`config.mk`:
```
export PLATFORM = sky130hd
export DESIGN_NAME = aes_round_sequencer_flat
export DESIGN_NICKNAME = d
export VERILOG_FILES = /design/src/rtl/aes_round_sequencer_if.sv /design/src/rtl/aes_round_sequencer.sv /design/src/flat_wrapper.sv
export SDC_FILE = /design/constraint.sdc
export NUM_CORES = 1
export LEC_CHECK = 0
export ABC_AREA = 1
export ABC_CLOCK_PERIOD_IN_PS = 2600
export BUFFER_PORTS_ARGS = -buffer_cell sky130_fd_sc_hd__buf_2
export CORE_MARGIN = 5
export CORE_UTILIZATION = 54
export DETAILED_ROUTE_END_ITERATION = 7
export PLACE_DENSITY_LB_ADDON = 0.1
export SYNTH_ARGS = -nofsm -noshare
export SYNTH_HDL_FRONTEND = slang
export SYNTH_SLANG_ARGS = --single-unit
```
`constraint.sdc`:
```
create_clock -name clk -period 2.6 [get_ports clk]
set_input_delay 0.52 -clock clk [delete_from_list [all_inputs] [get_ports clk]]
set_output_delay 0.52 -clock clk [all_outputs]
set_load 0.05 [all_outputs]
```
`src/rtl/aes_round_sequencer_if.sv`:
```
// ----------------------------------------------------------------------------
// aes_round_sequencer_if
//   Bundles the block handshake, key-expansion handshake and datapath control
//   signals of the AES round sequencer.
//   master : block producer / key expansion / consumer side (drives requests).
//   slave  : the sequencer itself (drives ready, round index and selects).
// ----------------------------------------------------------------------------
interface aes_round_sequencer_if #(
    parameter int RND_BITS = 4
);
    logic                in_valid;
    logic                in_ready;
    logic [1:0]          key_len;
    logic                abort;
    logic                rk_valid;
    logic                rk_req;
    logic [RND_BITS-1:0] round_num;
    logic                round_en;
    logic                sel_init;
    logic                sel_final;
    logic                out_valid;
    logic                out_ready;
    logic                busy;

    modport master (
        output in_valid, key_len, abort, rk_valid, out_ready,
        input  in_ready, rk_req, round_num, round_en, sel_init, sel_final,
               out_valid, busy
    );

    modport slave (
        input  in_valid, key_len, abort, rk_valid, out_ready,
        output in_ready, rk_req, round_num, round_en, sel_init, sel_final,
               out_valid, busy
    );
endinterface

```
`src/rtl/aes_round_sequencer.sv`:
```
// ----------------------------------------------------------------------------
// aes_round_sequencer
//   Steps an AES cipher datapath through round 0 (AddRoundKey), rounds
//   1..Nr-1 and the final round Nr, stalling whenever key expansion has no
//   round key ready, then holds the ciphertext valid until it is accepted.
//
// Ports
//   clk  : system clock, rising edge
//   rst  : asynchronous active-high reset
//   bus  : aes_round_sequencer_if.slave
//            in_valid/in_ready/key_len   block request handshake
//            abort                       synchronous cancel
//            rk_valid/rk_req             round-key handshake with key expansion
//            round_num/round_en          round index and state-register enable
//            sel_init/sel_final          round-type selects
//            out_valid/out_ready         ciphertext handshake
//            busy                        not idle
// ----------------------------------------------------------------------------
module aes_round_sequencer #(
    parameter int RND_BITS = 4,
    parameter int NR_128   = 10,
    parameter int NR_192   = 12,
    parameter int NR_256   = 14
) (
    input logic                  clk,
    input logic                  rst,
    aes_round_sequencer_if.slave bus
);

    typedef enum logic [2:0] {
        IDLE  = 3'd0,
        INIT  = 3'd1,
        ROUND = 3'd2,
        FINAL = 3'd3,
        DONE  = 3'd4
    } state_t;

    state_t              state_q, state_d;
    logic [RND_BITS-1:0] round_q, round_d;
    logic [RND_BITS-1:0] nr_q,    nr_d;

    // Key length 2'b11 is not a legal AES size; it falls back to 128-bit.
    function automatic logic [RND_BITS-1:0] nr_of(input logic [1:0] kl);
        case (kl)
            2'b01:   nr_of = RND_BITS'(NR_192);
            2'b10:   nr_of = RND_BITS'(NR_256);
            default: nr_of = RND_BITS'(NR_128);
        endcase
    endfunction

    always_ff @(posedge clk or posedge rst) begin
        if (rst) begin
            state_q <= IDLE;
            round_q <= '0;
            nr_q    <= RND_BITS'(NR_128);
        end else begin
            state_q <= state_d;
            round_q <= round_d;
            nr_q    <= nr_d;
        end
    end

    always_comb begin
        state_d       = state_q;
        round_d       = round_q;
        nr_d          = nr_q;
        bus.in_ready  = 1'b0;
        bus.rk_req    = 1'b0;
        bus.round_en  = 1'b0;
        bus.sel_init  = 1'b0;
        bus.sel_final = 1'b0;
        bus.out_valid = 1'b0;
        bus.busy      = (state_q != IDLE);

        case (state_q)
            IDLE: begin
                bus.in_ready = 1'b1;
                if (bus.in_valid) begin
                    nr_d    = nr_of(bus.key_len);
                    round_d = '0;
                    state_d = INIT;
                end
            end
            INIT: begin
                bus.rk_req   = 1'b1;
                bus.sel_init = 1'b1;
                bus.round_en = bus.rk_valid;
                if (bus.rk_valid) begin
                    round_d = RND_BITS'(1);
                    state_d = ROUND;
                end
            end
            ROUND: begin
                bus.rk_req   = 1'b1;
                bus.round_en = bus.rk_valid;
                if (bus.rk_valid) begin
                    // Load nr_q directly on the last middle round so the index
                    // can never run past the final round.
                    if (round_q == nr_q - RND_BITS'(1)) begin
                        round_d = nr_q;
                        state_d = FINAL;
                    end else begin
                        round_d = round_q + RND_BITS'(1);
                    end
                end
            end
            FINAL: begin
                bus.rk_req    = 1'b1;
                bus.sel_final = 1'b1;
                bus.round_en  = bus.rk_valid;
                if (bus.rk_valid) begin
                    state_d = DONE;
                end
            end
            DONE: begin
                bus.out_valid = 1'b1;
                if (bus.out_ready) begin
                    round_d = '0;
                    state_d = IDLE;
                end
            end
            default: begin
                state_d = IDLE;
                round_d = '0;
            end
        endcase

        // Cancel wins over every transition once a block is in flight; in
        // IDLE it is ignored so a same-cycle request is still taken.
        if (bus.abort && state_q != IDLE) begin
            state_d = IDLE;
            round_d = '0;
        end
    end

    assign bus.round_num = round_q;

endmodule

```
`src/flat_wrapper.sv`:
```
// flat-port wrapper written by rule: the top's interface ports become plain ports
module aes_round_sequencer_flat 
#(
    parameter int RND_BITS = 4,
    parameter int NR_128   = 10,
    parameter int NR_192   = 12,
    parameter int NR_256   = 14
)
  (clk, rst, bus_in_valid, bus_key_len, bus_abort, bus_rk_valid, bus_out_ready, bus_in_ready, bus_rk_req, bus_round_num, bus_round_en, bus_sel_init, bus_sel_final, bus_out_valid, bus_busy);
  aes_round_sequencer_if #(.RND_BITS(RND_BITS)) bus_i ();
  input logic clk;
  input logic rst;
  input wire logic [$bits(bus_i.in_valid)-1:0] bus_in_valid;
  input wire logic [$bits(bus_i.key_len)-1:0] bus_key_len;
  input wire logic [$bits(bus_i.abort)-1:0] bus_abort;
  input wire logic [$bits(bus_i.rk_valid)-1:0] bus_rk_valid;
  input wire logic [$bits(bus_i.out_ready)-1:0] bus_out_ready;
  output wire logic [$bits(bus_i.in_ready)-1:0] bus_in_ready;
  output wire logic [$bits(bus_i.rk_req)-1:0] bus_rk_req;
  output wire logic [$bits(bus_i.round_num)-1:0] bus_round_num;
  output wire logic [$bits(bus_i.round_en)-1:0] bus_round_en;
  output wire logic [$bits(bus_i.sel_init)-1:0] bus_sel_init;
  output wire logic [$bits(bus_i.sel_final)-1:0] bus_sel_final;
  output wire logic [$bits(bus_i.out_valid)-1:0] bus_out_valid;
  output wire logic [$bits(bus_i.busy)-1:0] bus_busy;
  assign bus_i.in_valid = bus_in_valid;
  assign bus_i.key_len = bus_key_len;
  assign bus_i.abort = bus_abort;
  assign bus_i.rk_valid = bus_rk_valid;
  assign bus_i.out_ready = bus_out_ready;
  assign bus_in_ready = bus_i.in_ready;
  assign bus_rk_req = bus_i.rk_req;
  assign bus_round_num = bus_i.round_num;
  assign bus_round_en = bus_i.round_en;
  assign bus_sel_init = bus_i.sel_init;
  assign bus_sel_final = bus_i.sel_final;
  assign bus_out_valid = bus_i.out_valid;
  assign bus_busy = bus_i.busy;
  aes_round_sequencer #(.RND_BITS(RND_BITS), .NR_128(NR_128), .NR_192(NR_192), .NR_256(NR_256)) u_core (.clk(clk), .rst(rst), .bus(bus_i));
endmodule
```
[Word-level counts from Yosys, hierarchy flattened]
Cells that the tools add are included.
Storage, ports and cells
  flip-flop bits (word level): 11
  input port bits: 8
  output and inout bits: 11
Operators by class
  add/sub/neg operators: 2
  equality and inequality tests: 14
  mux-type cells: 22
  reduce and logical (&&, ||, !) cells: 7
Operators with widths (count)
  2-to-1 mux 4 bit: 6
  2-to-1 mux 3 bit: 7
  one-hot mux 4 bit (5 select lines): 1
  != test 3 x 2 -> 1 bit, second input constant: 5
  one-hot mux 3 bit (5 select lines): 1
  == test 3 x 2 -> 1 bit, second input constant: 2
  2-to-1 mux 1 bit: 6
  one-hot mux 3 bit (2 select lines): 1
  AND reduction 6 bit: 1
  AND reduction 5 bit: 1
  adder 4 x 1 -> 4 bit, second input constant: 1
  == test 4 bit: 1
  subtractor 4 x 1 -> 4 bit, second input constant: 1
  == test 3 x 1 -> 1 bit, second input constant: 1
  == test 3 bit, second input constant: 1
  zero test 3 bit: 1
  != test 3 x 1 -> 1 bit, second input constant: 1
  nonzero test 3 bit: 1
  OR reduction 3 bit: 1
  == test 2 x 1 -> 1 bit, second input constant: 1
  == test 2 bit, second input constant: 1
  != test 2 x 1 -> 1 bit, second input constant: 1
  AND reduction 2 bit: 1
  logical AND 1 bit: 1

[Longest topological paths before layout]
  depth in word-level cells: 6
  gate-level depth with buffers: 12

[Worst setup path after synthesis]
OpenSTA, ideal clock, no wires.
  kind: input -> output
  start point: input bus_rk_valid
  end point: output bus_round_en
  arrival time: 1641 ps
  data required time: 2080 ps
  slack: 439 ps
  stages: 2
  path buffers: 0
  cells stage by stage: inv_1 > nor3_1
Between the ends
  cells in the longest elaborated chain, start to end: 1
RTL lines
  start: declaration: line flat_wrapper.sv:16  | input wire logic [$bits(bus_i.rk_valid)-1:0] bus_rk_valid;
  2-to-1 mux 1 bit: line aes_round_sequencer.sv:75  | case (state_q)
  end: declaration: line flat_wrapper.sv:21  | output wire logic [$bits(bus_i.round_en)-1:0] bus_round_en;
No other way between the ends.

[Final worst setup path]
  start point: register u_core.state_q[2]
  end point: output bus_out_valid
Between the ends
  cells in the longest elaborated chain, start to end: 2
RTL lines
  start: declaration: line aes_round_sequencer.sv:38  | state_t state_q, state_d;
  start signal: assignment: line aes_round_sequencer.sv:57  | state_q <= state_d;
  == test 3 bit: line aes_round_sequencer.sv:75
  2-to-1 mux 1 bit: line aes_round_sequencer.sv:75
  end: declaration: line flat_wrapper.sv:24  | output wire logic [$bits(bus_i.out_valid)-1:0] bus_out_valid;
No other way between the ends.

==> results_dict.tcl <==
set metrics [dict create \
    clkSlewWorstSetupHoldPaths_ps 70 \
    synthMuxAreaShare 0 \
    preCtsSetupSlack_ps 942 \
    grt_pass1_vias 605 \
    clock_tree.buffer_depth 2 \
    clock_sinks 9 \
    htree_levels 1 \
    synth_enable_flop_cells 0 \
    die_area_um2 2210 \
    clkLatencyLatePin_ps 280 \
    core-area_um2 1300 \
    die_x_um 47.0 \
    cp.required_ps 2080 \
    drcViolationCount 0 \
    compound_gate_portion_of_the_synthesized_area 0.105 \
    worst_path_cell_chain "inv_1 > nor2_1 > buf_2" \
    critical_path.slowest_cell "sky130_fd_sc_hd__dfrtp_1" \
    vdd_drop_max_mv 0.787 \
    synth_cell_type_count 23 \
    crit_path_end_kind "output pin" \
    rows 13 \
    wirelength_mm 1.57 \
    path_max_fanout 9 \
    min_period_over_period 0.726 \
    total_global_route_track_usage 0.170 \
    setup_violations 0 \
    synth_top_family_by_area "simple AND/OR/NAND/NOR gates" \
    synth.cells.most_frequent "sky130_fd_sc_hd__nand2_1, sky130_fd_sc_hd__inv_1, sky130_fd_sc_hd__nor2_1, sky130_fd_sc_hd__dfrtp_1, sky130_fd_sc_hd__nand3_1" \
    synth_fa_ha_area_frac 0.0508 \
    hold_path_class "input port to asynchronous set/reset pin" \
    cp-start-kind "register" \
    synthCells 109 \
    routed_wire_length_per_instance_um 10.8 \
    post_synth_and_or_nand_nor_area_fraction 0.386 \
    design.portCount 19 \
    grt_remaining_overflow 0 \
    instances_no_fill 145 \
    cp.arrival_ps 1370 \
    via_count 717 \
    leakage_nw 0.499 \
    pin_count_of_the_biggest_net_entering_global_routing 10 \
    synthTopCellsByArea "sky130_fd_sc_hd__dfrtp_1, sky130_fd_sc_hd__nand2_1, sky130_fd_sc_hd__inv_1" \
    largest_incremental_delay_on_the_critical_path_ps 510 \
    cts_root_buffer "sky130_fd_sc_hd__clkbuf_4" \
    post_cts_hold_buffer_count 0 \
    cts_setup_buffers 0 \
    total_count_of_hold_check_failures_in_the_final_report 0 \
    yosys.cell_count.top_type "sky130_fd_sc_hd__nand2_1" \
    final_critical_path_setup_slack_ps 712 \
    finClkSkew_ps 9.75 \
    mappedNetlistArea_um2 739 \
    synth-seq-area-share 0.306 \
    synth_xor_area_frac 0.0237 \
    yosys.area.top_type "sky130_fd_sc_hd__dfrtp_1" \
    n_antenna_cell 0 \
    postSynthRegisterBits 9 \
    ys_async_sr_fraction 1.00 \
    port_buffers 18 \
    rsz0062_at_grt "no" \
    grt_pass1_wl_mm 2.53 \
    result_of_the_run "finished clean" \
    drive_gt1_frac 0.277 \
    detailedRoute.firstPassIterationCount 4 \
    synth_ff_type "sky130_fd_sc_hd__dfrtp_1" \
    ys.warnings.count 0 \
    total_of_max_cap_violations 0 \
    crit_type "register to output pin" \
    sum_of_net_half_perimeters_after_detailed_placement_mm 1.24 \
    syn_area_per_cell_um2 6.78 \
    cts_resized 0 \
    final.setup.tns_ps 0 \
    power_per_cell_area_nw_per_um2 1210 \
    synthToLayoutAreaGrowth_pct 16.8 \
    worst_slew_margin_rel 0.781 \
    dp.cells 141 \
    maxSlewViolCount 0 \
    n_fill_cell 120 \
    min_clock_period_post_route_ps 1890 \
    tritoncts "built" \
    cts_inserted_buffers 3 \
    ant_nets 0 \
    net_count_after_synthesis 120 \
    tightestPinTransition_ps 328 \
    gp_routability_congestion 0.795 \
    floorplan.initialDensity 0.568 \
    finalNetCount 142 \
    synth.top_cell.area_share 0.271 \
    antenna_found_initial 0 \
    route.detailed.vias_per_inst 4.94 \
    die_height_um 47.0 \
    hold-worst-slack_ps 181 \
    number_of_drc_markers_in_iteration_0 13 \
    fmaxAchievable_mhz 530 \
]
metal layers:
| layer | wire [um] | vias up | global-route usage |
|---|---|---|---|
| li1 | - | 379 | - |
| met1 | 720 | 318 | 0.220 |
| met2 | 710 | 14 | 0.247 |
| met3 | 110 | 6 | 0.0651 |
| met4 | 29 | 0 | 0.0829 |
| met5 | 0 | - | 0 |
logic make-up after synthesis:
| family | Yosys count |
|---|---|
| and+or+nand+nor | 61 |
| buffers and inverters | 23 |
| AOI/OAI and AO/OA | 11 |
| DFF | 9 |
| adders and majority gates | 3 |
| xor gates and xnor gates | 2 |
cell type report:
type,count,area (um2),area share
clock buffer,4,26.3,0.0304
inverter,22,83.8,0.0971
sequential,9,226,0.262
timing repair buffer,18,90.1,0.104
tap,15,18.8,0.0217
multi-input combinational,77,418,0.484
power breakdown:
group,switching [W],total (W),internal [W]
clock network,0.0000561,0.000116,0.0000595
logic,0.000500,0.000688,0.000188
registers,0.0000565,0.000244,0.000188
worst max-delay path, delay by kind of cell (launching register included):
family / cells / cell delay (ps)
flops: 1 / 510
buf+inv: 2 / 420
simple gates: 1 / 160
metrics by stage:
stage / utilization / area (um2) / total power (W)
after global placement: 0.643 / 837 / 0.000921
final: 0.663 / 863 / 0.00105
after detailed placement: 0.643 / 837 / 0.000935
after global routing: 0.663 / 863 / 0.00115
after floorplan: - / 739 / 0.000806
after CTS: 0.663 / 863 / 0.00106
registers in the layout, summed over array words and instances (netlist names):
name                  cells
u_core.nr_q               2
u_core.state_q            3
u_core.bus.round_num      4
path summary, 6_finish.rpt:
path	startpoint	end	slack [ps]	depth (start not counted)
max	u_core.state_q[2]	bus_out_valid	710	3
min	rst	u_core.bus.round_num[2]	180	2
max reg2reg	u_core.nr_q[1]	u_core.state_q[1]	920	8
min reg2reg	u_core.nr_q[1]	u_core.nr_q[1]	500	2
max in group asynchronous	rst	u_core.nr_q[1]	2120	2
min in group clk	u_core.nr_q[1]	u_core.nr_q[1]	500	2
placed cells by master, fill, tap and decap left out, drive strengths merged, types with 2 or more instances in the layout:
master and instances:
nand2 34, xor2 2, o21ai 9, nor3 2, nor2 14, inv 21
nand4 4, ha 3, buf 18, dfrtp 8, nand3 7, a21oi 2
clkbuf 4
Power figures use the tool's default switching activity.
